===== src/rtl/router_pkt_tx_if.sv =====
// Signal bundle between the packet transmitter, its upstream byte source and the router input port.
interface router_pkt_tx_if;
   logic       start;
   logic [1:0] addr;
   logic [5:0] payload_len;
   logic [7:0] pl_data;
   logic       pl_valid;
   logic       pl_ready;
   logic       busy;
   logic [7:0] data_out;
   logic       pkt_valid;
   logic       tx_active;
   logic       tx_done;
   logic       err_len;

   // master: the transmitter itself
   modport master (
      input  start, addr, payload_len, pl_data, pl_valid, busy,
      output pl_ready, data_out, pkt_valid, tx_active, tx_done, err_len
   );

   // slave: the environment (request source, payload source and router)
   modport slave (
      output start, addr, payload_len, pl_data, pl_valid, busy,
      input  pl_ready, data_out, pkt_valid, tx_active, tx_done, err_len
   );
endinterface


===== src/rtl/router_pkt_tx.sv =====
// Router packet source: buffers a payload from a valid/ready byte stream, then sends
// header, payload and parity to the router, stalling whenever the router reports busy.
module router_pkt_tx #(
   parameter int GAP_CYCLES = 1
) (
   input  logic           clk,
   input  logic           resetn,
   router_pkt_tx_if.master bus
);
   localparam logic [2:0] S_IDLE    = 3'd0;
   localparam logic [2:0] S_LOAD    = 3'd1;
   localparam logic [2:0] S_HEADER  = 3'd2;
   localparam logic [2:0] S_PAYLOAD = 3'd3;
   localparam logic [2:0] S_PARITY  = 3'd4;
   localparam logic [2:0] S_GAP     = 3'd5;
   localparam logic [3:0] GAP_INIT  = 4'(GAP_CYCLES - 1);

   logic [2:0] state_q, state_d;
   logic [5:0] len_q, len_d;
   logic [1:0] addr_q, addr_d;
   logic [7:0] parity_q, parity_d;
   logic [5:0] wr_cnt_q, wr_cnt_d;
   logic [5:0] rd_idx_q, rd_idx_d;
   logic [3:0] gap_q, gap_d;
   logic [7:0] data_out_q, data_out_d;
   logic       pkt_valid_q, pkt_valid_d;
   logic       tx_active_q, tx_active_d;
   logic       tx_done_q, tx_done_d;
   logic       err_len_q, err_len_d;
   logic       wr_en;
   logic [7:0] header;
   logic [7:0] buf_mem [64];

   assign header = {len_q, addr_q};

   always_comb begin
      state_d     = state_q;
      len_d       = len_q;
      addr_d      = addr_q;
      parity_d    = parity_q;
      wr_cnt_d    = wr_cnt_q;
      rd_idx_d    = rd_idx_q;
      gap_d       = gap_q;
      data_out_d  = data_out_q;
      pkt_valid_d = pkt_valid_q;
      tx_active_d = tx_active_q;
      tx_done_d   = 1'b0;
      err_len_d   = 1'b0;
      wr_en       = 1'b0;
      case (state_q)
         S_IDLE: begin
            if (bus.start) begin
               if (bus.payload_len != 6'd0) begin
                  len_d    = bus.payload_len;
                  addr_d   = bus.addr;
                  parity_d = {bus.payload_len, bus.addr};
                  wr_cnt_d = 6'd0;
                  state_d  = S_LOAD;
               end else begin
                  err_len_d = 1'b1;
               end
            end
         end
         S_LOAD: begin
            if (bus.pl_valid) begin
               wr_en    = 1'b1;
               parity_d = parity_q ^ bus.pl_data;
               wr_cnt_d = wr_cnt_q + 6'd1;
               // Last byte stored: the header is presented on the very next cycle.
               if (wr_cnt_q == len_q - 6'd1) begin
                  data_out_d  = header;
                  pkt_valid_d = 1'b1;
                  tx_active_d = 1'b1;
                  state_d     = S_HEADER;
               end
            end
         end
         S_HEADER: begin
            if (!bus.busy) begin
               data_out_d = buf_mem[0];
               rd_idx_d   = 6'd1;
               state_d    = S_PAYLOAD;
            end
         end
         S_PAYLOAD: begin
            if (!bus.busy) begin
               if (rd_idx_q != len_q) begin
                  data_out_d = buf_mem[rd_idx_q];
                  rd_idx_d   = rd_idx_q + 6'd1;
               end else begin
                  data_out_d  = parity_q;
                  pkt_valid_d = 1'b0;
                  state_d     = S_PARITY;
               end
            end
         end
         S_PARITY: begin
            if (!bus.busy) begin
               data_out_d  = 8'd0;
               tx_active_d = 1'b0;
               tx_done_d   = 1'b1;
               gap_d       = GAP_INIT;
               state_d     = S_GAP;
            end
         end
         S_GAP: begin
            if (gap_q == 4'd0) begin
               state_d = S_IDLE;
            end else begin
               gap_d = gap_q - 4'd1;
            end
         end
         default: state_d = S_IDLE;
      endcase
   end

   always_ff @(posedge clk or negedge resetn) begin
      if (!resetn) begin
         state_q     <= S_IDLE;
         len_q       <= 6'd0;
         addr_q      <= 2'd0;
         parity_q    <= 8'd0;
         wr_cnt_q    <= 6'd0;
         rd_idx_q    <= 6'd0;
         gap_q       <= 4'd0;
         data_out_q  <= 8'd0;
         pkt_valid_q <= 1'b0;
         tx_active_q <= 1'b0;
         tx_done_q   <= 1'b0;
         err_len_q   <= 1'b0;
      end else begin
         state_q     <= state_d;
         len_q       <= len_d;
         addr_q      <= addr_d;
         parity_q    <= parity_d;
         wr_cnt_q    <= wr_cnt_d;
         rd_idx_q    <= rd_idx_d;
         gap_q       <= gap_d;
         data_out_q  <= data_out_d;
         pkt_valid_q <= pkt_valid_d;
         tx_active_q <= tx_active_d;
         tx_done_q   <= tx_done_d;
         err_len_q   <= err_len_d;
      end
   end

   // Payload storage needs no reset; it is always written before it is read.
   always_ff @(posedge clk) begin
      if (wr_en) begin
         buf_mem[wr_cnt_q] <= bus.pl_data;
      end
   end

   assign bus.pl_ready  = (state_q == S_LOAD);
   assign bus.data_out  = data_out_q;
   assign bus.pkt_valid = pkt_valid_q;
   assign bus.tx_active = tx_active_q;
   assign bus.tx_done   = tx_done_q;
   assign bus.err_len   = err_len_q;
endmodule


===== src/flat_wrapper.sv =====
// flat-port wrapper written by rule: the top's interface ports become plain ports
module router_pkt_tx_flat 
#(
   parameter int GAP_CYCLES = 1
)
  (clk, resetn, bus_start, bus_addr, bus_payload_len, bus_pl_data, bus_pl_valid, bus_busy, bus_pl_ready, bus_data_out, bus_pkt_valid, bus_tx_active, bus_tx_done, bus_err_len);
  router_pkt_tx_if bus_i ();
  input  logic clk;
  input  logic resetn;
  input wire logic [$bits(bus_i.start)-1:0] bus_start;
  input wire logic [$bits(bus_i.addr)-1:0] bus_addr;
  input wire logic [$bits(bus_i.payload_len)-1:0] bus_payload_len;
  input wire logic [$bits(bus_i.pl_data)-1:0] bus_pl_data;
  input wire logic [$bits(bus_i.pl_valid)-1:0] bus_pl_valid;
  input wire logic [$bits(bus_i.busy)-1:0] bus_busy;
  output wire logic [$bits(bus_i.pl_ready)-1:0] bus_pl_ready;
  output wire logic [$bits(bus_i.data_out)-1:0] bus_data_out;
  output wire logic [$bits(bus_i.pkt_valid)-1:0] bus_pkt_valid;
  output wire logic [$bits(bus_i.tx_active)-1:0] bus_tx_active;
  output wire logic [$bits(bus_i.tx_done)-1:0] bus_tx_done;
  output wire logic [$bits(bus_i.err_len)-1:0] bus_err_len;
  assign bus_i.start = bus_start;
  assign bus_i.addr = bus_addr;
  assign bus_i.payload_len = bus_payload_len;
  assign bus_i.pl_data = bus_pl_data;
  assign bus_i.pl_valid = bus_pl_valid;
  assign bus_i.busy = bus_busy;
  assign bus_pl_ready = bus_i.pl_ready;
  assign bus_data_out = bus_i.data_out;
  assign bus_pkt_valid = bus_i.pkt_valid;
  assign bus_tx_active = bus_i.tx_active;
  assign bus_tx_done = bus_i.tx_done;
  assign bus_err_len = bus_i.err_len;
  router_pkt_tx #(.GAP_CYCLES(GAP_CYCLES)) u_core (.clk(clk), .resetn(resetn), .bus(bus_i));
endmodule

===== config.mk =====
export PLATFORM = sky130hd
export DESIGN_NAME = router_pkt_tx_flat
export DESIGN_NICKNAME = d
export VERILOG_FILES = /design/src/rtl/router_pkt_tx_if.sv /design/src/rtl/router_pkt_tx.sv /design/src/flat_wrapper.sv
export SDC_FILE = /design/constraint.sdc
export NUM_CORES = 1
export LEC_CHECK = 0
export CORE_UTILIZATION = 45
export DETAILED_ROUTE_END_ITERATION = 12
export PLACE_DENSITY_LB_ADDON = 0.3
export SKIP_CTS_REPAIR_TIMING = 1
export SLEW_MARGIN = 40
export SYNTH_ARGS = -nofsm -noshare
export SYNTH_HDL_FRONTEND = slang
export SYNTH_SLANG_ARGS = --single-unit

===== constraint.sdc =====
create_clock -name clk -period 3.7 [get_ports clk]
set_clock_uncertainty 0.2 [all_clocks]
set_input_delay 0.74 -clock clk [delete_from_list [all_inputs] [get_ports clk]]
set_output_delay 0.74 -clock clk [all_outputs]
set_load 0.01 [all_outputs]

Word-level counts from Yosys, hierarchy flattened
Memory sizes are Yosys's and may differ from the RTL's.
Index checks and enable logic that the tools add are counted.
{"block": "op_classes", "n_addsub": 4, "n_eq_ne": 18, "mux": 48, "bitwise": 1, "n_reduce_logical": 17}
{"op": "8-bit 2-to-1 mux", "count": 9}
{"op": "6-bit 2-to-1 mux", "count": 6}
{"op": "8-bit one-hot mux with 4 select lines", "count": 1}
{"op": "3-bit 2-to-1 mux", "count": 9}
{"op": "6-bit one-hot mux with 2 select lines", "count": 2}
{"op": "3-bit one-hot mux with 6 select lines", "count": 1}
{"op": "8-bit one-hot mux with 2 select lines", "count": 1}
{"op": "1-bit 2-to-1 mux", "count": 14}
{"op": "2-bit inequality test (second input constant)", "count": 7}
{"op": "6-bit by 1-bit adder with 6-bit output (second input constant)", "count": 2}
{"op": "4-bit AND reduction", "count": 3}
{"op": "2-bit nonzero test", "count": 5}
{"op": "9-bit AND reduction", "count": 1}
{"op": "4-bit 2-to-1 mux", "count": 2}
{"op": "2-bit by 1-bit inequality test with 1-bit output (second input constant)", "count": 4}
{"op": "4-bit one-hot mux with 2 select lines", "count": 1}
{"op": "8-bit XOR", "count": 1}
{"op": "3-bit by 2-bit == test with 1-bit output (second input constant)", "count": 2}
{"op": "3-bit == test (second input constant)", "count": 2}
{"op": "6-bit == test", "count": 1}
{"op": "6-bit inequality test", "count": 1}
{"op": "3-bit AND reduction", "count": 2}
{"op": "6-bit AND reduction", "count": 1}
{"op": "6-bit nonzero test", "count": 1}
{"op": "8 further kinds", "count": 9}
{"block": "word_totals", "reg_bits": 47, "ram_bits": 512, "in_bits": 21, "out_inout_bits": 13, "word_cells": 101, "mem_count": 1}
{"memory": "u_core.buf_mem", "words": 64, "word_bits": 8, "rd": 2, "rd_ports_with_merged_regs": 0, "wr": 1, "line_no": "router_pkt_tx.sv:32", "rtl": "logic [7:0] buf_mem [64];"}

Logic depth before layout (Yosys ltp)
Gate-level depths: netlist of the first run.
{"block": "logic_depth", "ltp_word": 5, "mapped_depth": 10}

Worst setup path before layout of the first run
Ideal clock, no wire load.
{"block": "synth_timing", "kind": "reg2reg", "from": "register u_core.state_q[2]", "to": "memory u_core.buf_mem[24][0] (enable)", "setup_ns": 0.383, "arrival_time_ns": 2.214, "required_time_ns": 3.117, "path_slack_ns": 0.902, "stages_incl_launch_ff": 8, "n_path_buf": 2, "synth_period_minus_slack_ns": 2.798, "path_cell_list": "dfrtp_1 -> buf_2 -> or3b_2 -> inv_1 -> and3_1 -> clkbuf_1 -> nand2_1 -> nor3_1"}
{"block": "synth_between", "elab_chain_len": 4}
{"element": "start: declaration", "line_no": "router_pkt_tx.sv:18", "rtl": "logic [2:0] state_q, state_d;"}
{"element": "start signal: assignment", "line_no": "router_pkt_tx.sv:132", "rtl": "state_q <= state_d;"}
{"element": "3-bit by 1-bit == test with 1-bit output", "line_no": "router_pkt_tx.sv:50", "rtl": "case (state_q)"}
{"element": "1-bit 2-to-1 mux", "line_no": "router_pkt_tx.sv:50"}
{"element": "1-bit 2-to-1 mux", "line_no": "router_pkt_tx.sv:149", "rtl": "if (wr_en) begin"}
{"element": "1-bit 2-to-1 mux (not written as such)", "line_no": "router_pkt_tx.sv:150", "rtl": "buf_mem[wr_cnt_q] <= bus.pl_data;"}
{"element": "end: declaration", "line_no": "router_pkt_tx.sv:32"}
No other way between the ends.

Worst setup path in the final report of the first run
{"block": "layout_timing", "from": "register u_core.state_q[0]", "to": "output port bus_pl_ready"}
{"block": "layout_between", "elab_chain_len": 1}
{"element": "3-bit by 1-bit == test with 1-bit output", "line_no": "router_pkt_tx.sv:154", "rtl": "assign bus.pl_ready = (state_q == S_LOAD);"}
{"element": "end: declaration", "line_no": "flat_wrapper.sv:16", "rtl": "output wire logic [$bits(bus_i.pl_ready)-1:0] bus_pl_ready;"}
No other way between the ends.

==> results.json, run 1 <==
{
  "async_flop_share": 0.0841,
  "drive_gt1_frac": 0.228,
  "coreArea_mm2": 0.0494,
  "area_growth_pct": 14.8,
  "path_max_fanout": 15,
  "vias": 12400,
  "worstSetupEndpointType": "output port",
  "dp.final_hpwl_mm": 35.6,
  "routed_wl_mm": 54.6,
  "netlist_area_mm2": 0.0227,
  "gp_congestion": 0.902,
  "hp-start": "u_core.bus.data_out[3]",
  "intPower_mw": 11.8,
  "hold_path_end": "u_core.bus.data_out[3]",
  "comb_power_share": 0.226,
  "dieArea_mm2": 0.0513,
  "floorplan.initialDensity": 0.460,
  "worstPathRequired_ns": 2.76,
  "min_path_cells": 1,
  "post-route-min-period_ns": 3.48,
  "setup_violations": 0,
  "switching_share": 0.288,
  "grt_usage": 0.219,
  "antenna_found_initial": 1,
  "tns_ns": 0,
  "grt_pass1_vias": 12600,
  "drc": 0,
  "syn_area_per_cell_um2": 17.9,
  "cp-start-kind": "flop",
  "relSlewSlack": 0.399,
  "grt_pass1_wl_mm": 80.9,
  "synth_seq_area_share": 0.729,
  "fin_nets": 1423,
  "overflow": 0,
  "rsz0062_at_grt": "no",
  "period_share": 0.940,
  "crit_buf_inv": 3,
  "die_h_um": 227,
  "mostFrequentLayoutCell": "edfxtp_1",
  "ys_types": 64,
  "p_per_area_mw_per_mm2": 635,
  "ir_worst_vdd_mv": 0.385,
  "dr.first_iter.drc_count": 1313,
  "p_leak_nw": 8.59,
  "status": "complete, no violations",
  "r2r_setup_slack_ns": 0.30,
  "crit_slowest_cell": "clkdlybuf4s50_1",
  "grt.busiest_layer": "met2",
  "slew_violations": 0,
  "hold_viol_final": 0,
  "fill_cells": 3906,
  "critical_path_class": "flop to output port",
  "timing.fmax_mhz": 288,
  "viasPerCell": 5.89,
  "antenna_cells_inserted": 0,
  "placementRows": 81,
  "numCtsBuffers": 55,
  "tightestPinTransition_ns": 0.896,
  "root_buffer": "clkbuf_16",
  "cts_tree": "yes",
  "synth_top_area_share": 0.678,
  "drtAntennaViolNets": 0,
  "syn_nets": 1290,
  "synth_flop_cell": "edfxtp_1",
  "syn-instance-count": 1265,
  "yosysTopAreaCell": "edfxtp_1",
  "crit_chain": "or3b_4, inv_1, buf_4, clkdlybuf4s50_1",
  "reg2reg_from": "u_core.rd_idx_q[2]",
  "ys_warn_count": 0,
  "rr_endpoint": "u_core.bus.data_out[6]",
  "firstDrtPassIters": 5,
  "io_buffers": 33,
  "p_switching_mw": 4.76,
  "dieWidth_um": 227,
  "min_path_type": "flop to flop",
  "yosys_register_bits": 559,
  "h-tree-depth": 2,
  "final_core_util": 0.528,
  "clkTransAtPathRegs_ns": 0.06,
  "crit_family": "buffers and inverters",
  "clk_latency_ns": 0.61,
  "io_pins": 34,
  "grt_use_met2": 0.345,
  "p_clk_frac": 0.311,
  "mostFrequentLayoutCells": "edfxtp_1, buf_4, nor2_1, mux4_2, mux2i_1",
  "cap_viol_max_count": 0,
  "clockBufferDepth": 3,
  "grt_use_met3": 0.0463,
  "reg2reg_depth": 7,
  "use_met1": 0.299,
  "numClockSinks": 559,
  "wl_per_cell_um": 25.9,
  "cp.arrival_ns": 2.54,
  "grt_max_degree": 53,
  "pwr-share-seq": 0.463,
  "synth_area_leaders": "edfxtp_1, mux4_2, dfrtp_1, mux2i_1, nor2_1",
  "critPathMaxStageDelay_ns": 0.56,
  "synth_edf_count": 512
}
[final cells by class]
cell class	count	area [um^2]	area share
inverters	19	71.3	0.00274
clock buffers	64	1410	0.0542
repair buffers	152	1270	0.0489
multi-input cells	611	5680	0.218
clock inverters	35	216	0.00831
flip-flops and latches	559	16600	0.636
well taps	664	831	0.0319
[cell families after synthesis]
family                   Yosys count  synth area share
AND/OR/NAND/NOR                  227            0.0458
adder cells (fa/ha/maj)            4           0.00221
multiplexers                     192             0.140
buffers and inverters             95            0.0205
AO/OA/AOI/OAI                    170            0.0551
XOR/XNOR                          18           0.00695
flip-flops                       559             0.729
[state kept, by name (all words and copies together), names as in the netlist]
name	count
u_core.rd_idx_q	6
u_core.buf_mem	512
u_core.bus.tx_done	1
u_core.wr_cnt_q	6
u_core.len_q	6
u_core.state_q	3
u_core.bus.data_out	8
u_core.bus.pkt_valid	1
u_core.addr_q	2
u_core.gap_q	4
u_core.bus.err_len	1
u_core.bus.tx_active	1
u_core.parity_q	8
[worst max-delay path by stage]
stage                                  start                      to  depth (start not counted)
final                      u_core.state_q[0]            bus_pl_ready                          4
after global routing       u_core.state_q[0]            bus_pl_ready                          4
after CTS                  u_core.state_q[2]            bus_pl_ready                          4
after detailed placement  u_core.rd_idx_q[2]  u_core.bus.data_out[6]                          7
after global placement    u_core.rd_idx_q[2]  u_core.bus.data_out[6]                          7
after floorplan            u_core.state_q[2]   u_core.buf_mem[24][0]                          7
[power groups by stage]
| stage | sequential (mW) | clock, mW | combinational, mW |
|---|---|---|---|
| after CTS | 7.63 | 5.22 | 3.74 |
| after global routing | 7.67 | 5.45 | 3.99 |
| after global placement | 7.75 | 0 | 3.69 |
| final | 7.65 | 5.15 | 3.74 |
| after floorplan | 7.52 | 0 | 2.62 |
| after detailed placement | 7.77 | 0 | 3.72 |
[cells in the mapped netlist (all sizes together) (2+ instances only)]
library cell  count
a2111o            5
a2111oi           2
a211o             4
a211oi            7
a21oi            25
a221oi            9
a22o             13
a22oi             7
a31oi             8
a41oi             5
and2              2
and3              3
and3b             3
and4              2
buf              50
clkbuf           26
dfrtp            47
edfxtp          512
ha                4
inv              19
mux2             29
mux2i            67
mux4             96
nand2            59
nand2b            5
nand3            11
nand3b            9
nand4            10
nor2            102
nor2b             4
nor3              5
nor4              2
o2111ai           6
o211ai           12
o21ai            22
o221ai            6
o22a             10
o22ai            12
o32ai             8
or2               2
or3               2
or3b              4
xnor2            11
xor2              7
[stage by stage]
stage	hold WS (ns)	instances	power [mW]	cell area, um^2	setup slack, ns
after floorplan	0.244	1265	10.1	22700	0.902
after global placement	0.292	2004	11.4	24400	0.458
after detailed placement	0.300	2004	11.5	24400	0.457
after CTS	-0.0858	2103	16.6	26000	0.0560
after global routing	0.330	2104	17.1	26000	0.132
final	0.316	2104	16.5	26000	0.222
[per-layer routing]
layer / part of all wire / wire length [um]
met3: 0.075 / 4100
met1: 0.42 / 22800
met4: 0.034 / 1850
met2: 0.47 / 25800
met5: 0 / 0
No activity file was read; power rests on OpenSTA's default activity.
==> inputs of run 2 (changes only) <==
SETUP_SLACK_MARGIN = 0.05   (was default)
TNS_END_PERCENT = 10   (was default)
clock period = 3.6 ns   (was 3.7 ns; I/O delays follow)
==> results.json, run 2 (synthesis gave the netlist of run 1 again) <==
{
  "status": "finished, violations left",
  "failed_checks": "hold timing",
  "grt_max_degree": 65,
  "drtAntennaViolNets": 0,
  "p_leak_nw": 8.62,
  "tightestPinTransition_ns": 0.791,
  "regMostFlops": "u_core.buf_mem",
  "fin_nets": 1421,
  "tns_ns": 0,
  "critPathMaxStageDelay_ns": 0.54,
  "path_max_fanout": 11,
  "clockBufferDepth": 3,
  "vias": 12300,
  "io_buffers": 33,
  "cp.arrival_ns": 2.42,
  "crit_slowest_cell": "clkdlybuf4s50_1",
  "die_h_um": 227,
  "timing.fmax_mhz": 300,
  "p_total_mw": 17.1,
  "critical_path_class": "flop to output port",
  "numClockSinks": 559,
  "gp_congestion": 0.859,
  "clk_latency_ns": 0.61,
  "viasPerCell": 5.87,
  "antenna_cells_inserted": 0,
  "mostFrequentLayoutCells": "edfxtp_1, buf_4, nor2_1, mux4_2, mux2i_1",
  "wl_per_cell_um": 25.4,
  "cts_tree": "yes",
  "min_path_type": "primary input to asynchronous set/reset pin",
  "r2r_setup_slack_ns": 0.37,
  "overflow": 0,
  "dp.final_hpwl_mm": 34.8,
  "hold_ws_ns": -0.0181,
  "clkTransAtPathRegs_ns": 0.06,
  "rr_endpoint": "u_core.bus.data_out[5]",
  "setup_violations": 0,
  "p_per_area_mw_per_mm2": 657,
  "dieArea_mm2": 0.0513,
  "worstSetupEndpointType": "output port",
  "dr.first_iter.drc_count": 1248,
  "grt_usage": 0.213,
  "grt_pass1_wl_mm": 79.1,
  "relSlewSlack": 0.471,
  "slew_violations": 0,
  "h-tree-depth": 2,
  "drc": 0,
  "post-route-min-period_ns": 3.34,
  "dieWidth_um": 227,
  "cap_viol_max_count": 0,
  "numCtsBuffers": 57,
  "ir_worst_vdd_mv": 0.368,
  "period_share": 0.926,
  "hold_viol_final": 29,
  "grt_pass1_vias": 12400,
  "drive_gt1_frac": 0.229,
  "antenna_found_initial": 0,
  "area_growth_pct": 15.0,
  "floorplan.initialDensity": 0.460,
  "largest_reg_flops": 512,
  "place_area_mm2": 0.0244,
  "stdcell_area_mm2": 0.0261,
  "root_buffer": "clkbuf_16",
  "reg2reg_depth": 6,
  "rsz0062_at_grt": "no",
  "worstPathRequired_ns": 2.68,
  "coreArea_mm2": 0.0494,
  "reg2reg_from": "u_core.rd_idx_q[1]",
  "mostFrequentLayoutCell": "edfxtp_1",
  "cp-start-kind": "flop",
  "routed_wl_mm": 53.4,
  "io_pins": 34,
  "firstDrtPassIters": 5,
  "crit_chain": "or3b_4, inv_1, buf_4, clkdlybuf4s50_1",
  "placementRows": 81,
  "cp-startpoint": "u_core.state_q[2]"
}
## run 2: worst max path at each step
stage                                         to  slack, ns  cells after the start
after global placement    u_core.bus.data_out[5]       0.43                      6
final                               bus_pl_ready       0.26                      4
after floorplan            u_core.buf_mem[24][0]       0.80                      7
after detailed placement  u_core.bus.data_out[5]       0.42                      6
after CTS                           bus_pl_ready       0.07                      4
after global routing                bus_pl_ready       0.15                      4
## run 2: power breakdown
part | switching, mW | total, mW | internal [mW]
registers | 0.399 | 7.85 | 7.45
logic | 2.08 | 3.81 | 1.73
clock network | 2.38 | 5.49 | 3.11
total | 4.86 | 17.1 | 12.3
## run 2: cell type report
type	instances	area [um^2]
flip-flops and latches	559	16600
clock buffers	73	1530
repair buffers	148	1240
well taps	664	831
fillers	3905	23300
inverters	19	71.3
clock inverters	29	190
multi-input cells	611	5680
## run 2: through the flow
stage	hold slack, ns	utilization	cells	setup slack (ns)
CTS	-0.0302	0.529	2103	0.0710
global placement	0.298	0.494	2001	0.433
detailed placement	0.300	0.494	2001	0.419
finish	-0.0181	0.529	2103	0.265
floorplan	0.224	-	1265	0.802
global route	0.00780	0.529	2103	0.148
## run 2: layer usage
metal / wire, um / share of wire / track usage / vias up
li1: - / - / - / 5341
met1: 22600 / 0.42 / 0.296 / 6456
met2: 25400 / 0.47 / 0.336 / 444
met3: 3650 / 0.068 / 0.0422 / 103
met4: 1750 / 0.033 / 0.0769 / 0
met5: 0 / 0 / 0 / -
## run 2: critical path: cells and delay by family (launching register included)
family	cells	cell delay, ns
buffers and inverters	3	0.86
flip-flops	1	0.47
AND/OR/NAND/NOR	1	0.48
